File: config.mk
export PLATFORM = sky130hd
export DESIGN_NAME = add_sub_serial
export DESIGN_NICKNAME = d
export VERILOG_FILES = /design/src/rtl/add_sub_serial.sv
export SDC_FILE = /design/constraint.sdc
export NUM_CORES = 1
export LEC_CHECK = 0
export CAP_MARGIN = 20
export CORE_MARGIN = 1
export CORE_UTILIZATION = 52
export CTS_CLUSTER_SIZE = 14
export DETAILED_ROUTE_END_ITERATION = 8
export PLACE_DENSITY = 0.8
export SLEW_MARGIN = 15
export SYNTH_ARGS = -nofsm -noshare
export SYNTH_HDL_FRONTEND = slang
export SYNTH_SLANG_ARGS = --single-unit
File: constraint.sdc
create_clock -name clk -period 3.2 [get_ports clk]
set_input_delay 0.64 -clock clk [delete_from_list [all_inputs] [get_ports clk]]
set_output_delay 0.64 -clock clk [all_outputs]
set_load 0.02 [all_outputs]
File: src/rtl/add_sub_serial.sv
// -----------------------------------------------------------------------------
// add_sub_serial
// Multi-cycle two's-complement adder/subtractor. A WIDTH-bit operand pair is
// consumed DIGIT bits per clock through a DIGIT-bit ripple-carry slice, so one
// operation takes N = WIDTH/DIGIT cycles after the accepting edge.
//
// Ports
//   clk   in          rising-edge clock
//   rst   in          synchronous, active-high reset (priority over start)
//   start in          request, sampled only while busy = 0
//   sub   in          0: a + b, 1: a - b (sampled with start)
//   a, b  in  [WIDTH] operands (sampled with start)
//   busy  out         operation in progress
//   done  out         one-cycle completion pulse
//   res   out [WIDTH] result, held until the next completion
//   cout  out         final carry-out (for subtraction, 1 = no borrow)
//   ovf   out         signed overflow
// -----------------------------------------------------------------------------
module add_sub_serial #(
  parameter int WIDTH = 16,
  parameter int DIGIT = 4
) (
  input  logic             clk,
  input  logic             rst,
  input  logic             start,
  input  logic             sub,
  input  logic [WIDTH-1:0] a,
  input  logic [WIDTH-1:0] b,
  output logic             busy,
  output logic             done,
  output logic [WIDTH-1:0] res,
  output logic             cout,
  output logic             ovf
);

  localparam int N  = WIDTH / DIGIT;
  localparam int CW = (N > 1) ? $clog2(N) : 1;

  typedef enum logic {
    IDLE = 1'b0,
    RUN  = 1'b1
  } state_t;

  state_t           state_q;
  logic [WIDTH-1:0] sa_q;
  logic [WIDTH-1:0] sb_q;
  logic [WIDTH-1:0] sr_q;
  logic [WIDTH-1:0] sr_d;
  logic             carry_q;
  logic [CW-1:0]    cnt_q;
  logic             busy_q;
  logic             done_q;
  logic [WIDTH-1:0] res_q;
  logic             cout_q;
  logic             ovf_q;

  logic [DIGIT-1:0] sum_s;
  logic             cin_msb_s;
  logic             slice_cout_s;
  logic             last_s;

  // One full-adder cell: returns {carry_out, sum}.
  function automatic logic [1:0] full_add(input logic x, input logic y, input logic ci);
    return {(x & y) | (x & ci) | (y & ci), x ^ y ^ ci};
  endfunction

  // DIGIT-bit ripple slice over the low digit of SA/SB; also exposes the carry
  // into its MSB, which on the final digit is the carry into bit WIDTH-1.
  always_comb begin
    logic c_v;
    c_v       = carry_q;
    sum_s     = '0;
    cin_msb_s = 1'b0;
    for (int i = 0; i < DIGIT; i++) begin
      cin_msb_s          = c_v;
      {c_v, sum_s[i]}    = full_add(sa_q[i], sb_q[i], c_v);
    end
    slice_cout_s = c_v;
  end

  // Result shift register next value: new digit enters at the top.
  always_comb begin
    sr_d   = (sr_q >> DIGIT) | (WIDTH'(sum_s) << (WIDTH - DIGIT));
    last_s = (cnt_q == CW'(N - 1));
  end

  // Control FSM and all datapath/output registers.
  always_ff @(posedge clk) begin
    if (rst) begin
      state_q <= IDLE;
      sa_q    <= '0;
      sb_q    <= '0;
      sr_q    <= '0;
      carry_q <= 1'b0;
      cnt_q   <= '0;
      busy_q  <= 1'b0;
      done_q  <= 1'b0;
      res_q   <= '0;
      cout_q  <= 1'b0;
      ovf_q   <= 1'b0;
    end else begin
      case (state_q)
        IDLE: begin
          done_q <= 1'b0;
          if (start) begin
            // Subtraction is a + ~b + 1: invert B once here, seed carry with 1.
            sa_q    <= a;
            sb_q    <= b ^ {WIDTH{sub}};
            carry_q <= sub;
            cnt_q   <= '0;
            busy_q  <= 1'b1;
            state_q <= RUN;
          end
        end
        RUN: begin
          sa_q    <= sa_q >> DIGIT;
          sb_q    <= sb_q >> DIGIT;
          sr_q    <= sr_d;
          carry_q <= slice_cout_s;
          cnt_q   <= cnt_q + CW'(1);
          if (last_s) begin
            res_q   <= sr_d;
            cout_q  <= slice_cout_s;
            ovf_q   <= cin_msb_s ^ slice_cout_s;
            done_q  <= 1'b1;
            busy_q  <= 1'b0;
            cnt_q   <= '0;
            state_q <= IDLE;
          end
        end
        default: begin
          state_q <= IDLE;
          busy_q  <= 1'b0;
          done_q  <= 1'b0;
        end
      endcase
    end
  end

  assign busy = busy_q;
  assign done = done_q;
  assign res  = res_q;
  assign cout = cout_q;
  assign ovf  = ovf_q;

endmodule
==> flow_metrics.py, run 1 <==
metrics = {
    "placed_design": {
        "dpl.hpwl_um": 3940,
        "place_area_um2": 3650,
        "preCtsSetupSlack_ns": 0.924,
        "port_buffers": 55,
        "gp_congestion": 0.721,
    },
    "power": {
        "clock_power_share": 0.362,
        "fin_total_pwr_mw": 1.83,
        "combPwrFrac": 0.127,
        "p_sw_uw": 460,
        "p_leak_nw": 1.38,
        "peakVddDrop_mv": 0.331,
        "p_per_area_nw_per_um2": 478,
        "internal-power_mw": 1.37,
        "p_seq_frac": 0.511,
        "swShare": 0.251,
    },
    "setup_path": {
        "worst_path_most_repeated_cell": "fa_1",
        "slowest_stage": "fa_1",
        "max_stage_delay_ns": 0.43,
        "rr_startpoint": "sa_q[0]$_SDFFE_PP0P_",
        "r2r_slack_ns": 0.97,
        "crit_fanout": 2,
        "cp-start-kind": "flop",
        "r2r_end": "sr_q[15]$_SDFFE_PP0P_",
        "r2r_cells": 8,
        "crit_type": "flop to flop",
        "critPathCaptureType": "flop",
        "worstPathArrival_ns": 2.48,
        "worstPathRequired_ns": 3.46,
        "path_cells": "inv_1 -> fa_1 -> inv_1 -> fa_1 -> fa_1 -> inv_1 -> fa_1 -> a211oi_1",
    },
    "final_layout": {
        "diodes": 0,
        "layout-area-overhead-vs-synth_pct": 20.7,
        "nFillCells": 479,
        "layout.nets": 392,
        "postLayoutCellArea_um2": 3830,
        "drive_gt1_frac": 0.140,
    },
    "clocking": {
        "clock_latency_ns": 0.33,
        "cts_resized": 0,
        "htreeDepth": 3,
        "clockBufferDepth": 2,
        "clkTransAtPathRegs_ns": 0.07,
        "clock_sinks": 68,
        "cts_root_buffer": "clkbuf_8",
        "cts_tree": "yes",
        "postCtsSetupBuffers": 0,
        "cts_buffers": 9,
        "cts_hold_buf": 0,
    },
    "detailed_routing": {
        "avgViaCountPerCell": 5.44,
        "wl_per_cell_um": 13.9,
        "drt_iter0_drc": 126,
        "ant_nets": 0,
        "wl_met3_um": 190,
        "wl_met1_um": 2910,
        "top_layer": "met4",
        "drc_errors": 0,
        "vias": 2345,
        "wl_um": 5980,
        "met2_length_um": 2810,
        "drtPass1Iterations": 4,
    },
    "run": {
        "cap_violations": 0,
    },
    "synth": {
        "postSynthAreaPerCell_um2": 10.2,
        "yosysSeqAreaShare": 0.429,
        "syn-num-nets": 353,
        "yosysMostFrequentCell": "dfxtp_1",
        "synthTopCellsByCount": "dfxtp_1 (68), mux2i_1 (27), a21oi_1 (22)",
        "synth-edff-count": 0,
        "ys_top_cells_by_area": "dfxtp_1 (43%), mux2i_1 (8.5%), a211oi_1 (5.0%)",
        "synthArstFlopShare": 0,
        "ys.warnings.count": 0,
        "synth_top_cell_area_share": 0.429,
        "synth.cell_area_um2": 3170,
        "synth_top_area_cell": "dfxtp_1",
        "synthCells": 312,
        "synthFlopType": "dfxtp_1",
        "synth_cell_type_count": 33,
        "ys_ff_latch": 68,
    },
    "min_path": {
        "hp-start": "sr_q[4]$_SDFFE_PP0P_",
        "whs_endpoint": "res[0]$_SDFFE_PP0P_",
        "worstHoldPathType": "flop to flop",
        "hold_depth": 2,
    },
    "grt": {
        "antenna_found_initial": 0,
        "grt_pass1_vias": 2193,
        "grt-ovfl-total": 0,
        "grt_pass1_wl_um": 10100,
        "grt_max_degree": 60,
        "grt_usage": 0.205,
    },
    "floorplan": {
        "start_util": 0.536,
        "die_w_um": 80.1,
        "pin_count": 56,
        "num_rows": 28,
        "fp.dieArea_um2": 6420,
        "fp.coreArea_um2": 5920,
        "dieHeight_um": 80.1,
    },
    "sta": {
        "fin_crit_sh": 0.696,
        "fin_tns_setup_ns": 0,
        "relSlewSlack": 0.361,
        "max_freq_mhz": 449,
        "hold_viol_final": 0,
        "setup_viol": 0,
        "drv_slew": 0,
        "worst_clock_skew_ns": 0.00496,
        "worstMarginPinSlew_ns": 0.956,
        "holdWs_ns": 0.469,
        "finalCriticalPeriod_ns": 2.23,
        "rsz0062_at_grt": "false",
        "setup_ws_ns": 0.973,
    },
    "outcome": {
        "status": "completed",
    },
}
area by class of cell:
class	count	area (um^2)	share of cell area
Tap cell	75	93.8	0.0245
Timing Repair Buffer	59	571	0.149
Inverter	8	30.0	0.00784
Clock buffer	11	131	0.0343
Clock inverter	5	52.6	0.0137
Multi-Input combinational cell	205	1590	0.415
Sequential cell	68	1360	0.356
worst max-delay path by stage:
stage	from	to	slack, ns	cells after the start
6_report	sa_q[0]$_SDFFE_PP0P_	sr_q[15]$_SDFFE_PP0P_	0.97	8
2_1_floorplan	sa_q[0]$_SDFFE_PP0P_	sr_q[15]$_SDFFE_PP0P_	1.10	8
3_3_place_gp	sub	sb_q[4]$_SDFFE_PP0P_	0.97	3
4_1_cts	sa_q[0]$_SDFFE_PP0P_	sr_q[15]$_SDFFE_PP0P_	0.95	8
3_5_place_dp	sub	sb_q[3]$_SDFFE_PP0P_	0.92	3
5_1_grt	sa_q[0]$_SDFFE_PP0P_	sr_q[15]$_SDFFE_PP0P_	0.81	8
kinds of logic (layout without fill, tap and decap cells):
family                   Yosys count  after routing  share of synthesized area
AND/OR/NAND/NOR                   84             84                      0.151
AO/OA/AOI/OAI                     72             72                      0.188
flip-flops                        68             68                      0.429
buffers and inverters             39             83                     0.0706
multiplexers                      27             27                     0.0851
XOR/XNOR                          17             17                     0.0469
adder cells (fa/ha/maj)            5              5                     0.0292
layer usage:
| metal | global-route usage | vias to the layer above |
|---|---|---|
| met5 | 0 | - |
| met4 | 0.0750 | 0 |
| met3 | 0.0477 | 6 |
| met2 | 0.316 | 44 |
| met1 | 0.278 | 1109 |
| li1 | - | 1186 |
power by group through the flow:
stage | combinational [mW] | sequential, mW | clock (mW)
after detailed placement | 0.234 | 0.954 | 0
final | 0.233 | 0.935 | 0.663
after global placement | 0.229 | 0.953 | 0
after floorplan | 0.187 | 0.932 | 0
after CTS | 0.235 | 0.935 | 0.679
after global routing | 0.259 | 0.942 | 0.719
critical path, delay by kind of cell, from the launching register on:
kind / cells / cell delay, ns
flops: 1 / 0.32
fa+ha+maj: 4 / 1.40
compound gates: 1 / 0.22
buf+inv: 3 / 0.22
state kept, by name, indices dropped and copies added (netlist names):
name,flops
sr_q,12
done,1
sa_q,16
cout,1
sb_q,16
res,16
carry_q,1
ovf,1
busy,1
state_q,1
cnt_q,2
placed cells by master (no fill, tap or decap), drive strengths merged:
cell	n
a211oi	21
a21bo	14
a21o	1
a21oi	22
and2	1
buf	6
bufinv	1
clkbuf	11
clkdlybuf4s50	53
clkinv	3
clkinvlp	1
dfxtp	68
fa	4
ha	1
inv	8
mux2i	27
nand2	13
nand2b	4
nand3	14
nand3b	1
nor2	21
nor2b	12
nor3	1
o21bai	1
o221ai	12
o22ai	1
or2	1
or3b	4
or4b	12
xnor2	16
xor2	1
through the flow:
step | util | instances
after detailed placement | 0.616 | 415
after CTS | 0.647 | 431
final | 0.647 | 431
after global routing | 0.647 | 431
after global placement | 0.616 | 415
after floorplan | - | 312
Power figures use the tool's default switching activity.
==> run 2, diff against run 1 <==
Clock period 3.2 ns to 2.2 ns, I/O delays scaled along.
==> run 2 against run 1 <==
Compared with the run above: critical path depth unchanged; die area did not move; clock skew rose by 0.0027 ns; global-route usage grew 1.5 points; non-clock buffer count up 6; power up 51%; sequential power is 44% higher; first-iteration DRC count rose by 17%; via count rose by 2.9%; cell count increased by 1.4%; setup slack lost 0.89 ns; critical endpoint is now res[15]$_SDFFE_PP0P_; highest routed layer unchanged.
==> flow_metrics.py, run 2 (synthesis results as in run 1) <==
metrics = {
    "sta": {
        "finalCriticalPeriod_ns": 2.12,
        "rsz0062_at_grt": "true",
        "fin_tns_setup_ns": 0,
        "relSlewSlack": 0.628,
        "worstMarginPinSlew_ns": 0.558,
        "drv_slew": 0,
        "fin_crit_sh": 0.963,
        "max_freq_mhz": 472,
        "worst_clock_skew_ns": 0.00766,
        "hold_viol_final": 0,
        "setup_ws_ns": 0.0809,
        "setup_viol": 0,
    },
    "final_layout": {
        "layout.nets": 398,
        "mostFrequentLayoutCells": "dfxtp_1 (66), clkdlybuf4s50_1 (53), mux2i_1 (27)",
        "drive_gt1_frac": 0.180,
        "nFillCells": 484,
        "final_common_cell": "dfxtp_1",
        "fin_util": 0.663,
        "postLayoutCellArea_um2": 3930,
        "diodes": 0,
        "layout-area-overhead-vs-synth_pct": 23.6,
    },
    "grt": {
        "grt_usage": 0.220,
        "grt-ovfl-total": 0,
        "antenna_found_initial": 0,
        "grt_pass1_wl_um": 10700,
        "grt_pass1_vias": 2254,
        "grt_max_degree": 36,
    },
    "placed_design": {
        "preCtsSetupSlack_ns": -0.00298,
        "dpl.hpwl_um": 4130,
        "gp_congestion": 0.752,
        "place_area_um2": 3700,
        "port_buffers": 55,
    },
    "floorplan": {
        "fp.dieArea_um2": 6420,
        "num_rows": 28,
        "fp.coreArea_um2": 5920,
        "die_w_um": 80.1,
        "dieHeight_um": 80.1,
        "pin_count": 56,
        "start_util": 0.536,
    },
    "min_path": {
        "hp-start": "sr_q[4]$_SDFFE_PP0P_",
        "worstHoldPathType": "flop to flop",
        "hold_depth": 2,
        "whs_endpoint": "res[0]$_SDFFE_PP0P_",
    },
    "power": {
        "p_leak_nw": 1.42,
        "p_per_area_nw_per_um2": 703,
        "peakVddDrop_mv": 0.328,
    },
    "detailed_routing": {
        "avgViaCountPerCell": 5.52,
        "vias": 2412,
        "drt_iter0_drc": 148,
        "wl_um": 6280,
        "wl_per_cell_um": 14.4,
        "drc_errors": 0,
        "ant_nets": 0,
        "drtPass1Iterations": 4,
    },
    "run": {
        "cap_violations": 0,
    },
    "setup_path": {
        "worstPathArrival_ns": 2.38,
        "worstPathRequired_ns": 2.46,
        "critPathCaptureType": "flop",
        "r2r_slack_ns": 0.08,
        "r2r_cells": 8,
        "crit_type": "flop to flop",
        "crit_fanout": 2,
        "r2r_end": "res[15]$_SDFFE_PP0P_",
        "rr_startpoint": "sb_q[0]$_SDFFE_PP0P_",
        "cp-start-kind": "flop",
    },
    "clocking": {
        "cts_buffers": 9,
        "clock_latency_ns": 0.34,
        "clkTransAtPathRegs_ns": 0.07,
        "cts_hold_buf": 0,
        "cts_root_buffer": "clkbuf_8",
        "cts_tree": "yes",
        "clockBufferDepth": 2,
        "htreeDepth": 3,
        "clock_sinks": 68,
    },
    "outcome": {
        "status": "completed",
    },
}
## run 2: cell count changes in the layout (fill, tap and decap cells not counted), sizes merged
cell / previous run / this run
clkbuf: 11 / 12
buf: 6 / 12
clkinv: 3 / 2
## run 2: worst max path at each step
| stage | startpoint | endpoint | cells past startpoint |
|---|---|---|---|
| 6_report | sb_q[0]$_SDFFE_PP0P_ | res[15]$_SDFFE_PP0P_ | 8 |
| 5_1_grt | sb_q[0]$_SDFFE_PP0P_ | res[15]$_SDFFE_PP0P_ | 8 |
| 4_1_cts | sa_q[0]$_SDFFE_PP0P_ | sr_q[15]$_SDFFE_PP0P_ | 8 |
| 3_5_place_dp | sa_q[0]$_SDFFE_PP0P_ | sr_q[15]$_SDFFE_PP0P_ | 8 |
| 3_3_place_gp | sa_q[0]$_SDFFE_PP0P_ | sr_q[15]$_SDFFE_PP0P_ | 8 |
| 2_1_floorplan | sa_q[0]$_SDFFE_PP0P_ | sr_q[15]$_SDFFE_PP0P_ | 8 |
## run 2: layout make-up
type / instances / area, um^2 / share of cell area
clock buffer: 12 / 155 / 0.0395
clock inverter: 4 / 47.5 / 0.0121
inverter: 8 / 30.0 / 0.00765
multi-input combinational: 205 / 1610 / 0.409
sequential: 68 / 1360 / 0.347
tap: 75 / 93.8 / 0.0239
timing repair buffer: 65 / 628 / 0.160
## run 2: power breakdown
group | internal, mW | switching [mW]
Sequential | 1.30 | 0.0543
Combinational | 0.191 | 0.179
Clock | 0.582 | 0.453
Total | 2.07 | 0.686
## run 2: metal layers
| metal | GRT usage | routed length (um) | vias to the layer above |
|---|---|---|---|
| met5 | 0 | 0 | - |
| met4 | 0.0982 | 93 | 0 |
| met3 | 0.0557 | 240 | 9 |
| met2 | 0.337 | 3000 | 53 |
| met1 | 0.292 | 2940 | 1148 |
| li1 | - | - | 1202 |
## run 2: worst max-delay path, stage by stage (launching register included)
cell	delay, ns
dfxtp_1	0.31
inv_1	0.07
fa_1	0.16
inv_1	0.05
fa_2	0.34
fa_2	0.38
inv_2	0.07
fa_2	0.45
a211oi_2	0.21
## run 2: repair_timing
item	in CTS	in global routing
endpoints found under the setup margin	1	4
gates resized for setup	2	6
pin swaps	0	4
buffers inserted	0	1
## run 2: metrics by stage
step / cells / power, mW / hold WS, ns
global placement: 420 / 1.73 / 0.453
detailed placement: 420 / 1.74 / 0.459
floorplan: 312 / 1.63 / 0.443
CTS: 436 / 2.78 / 0.470
finish: 437 / 2.76 / 0.463
global route: 437 / 2.89 / 0.492
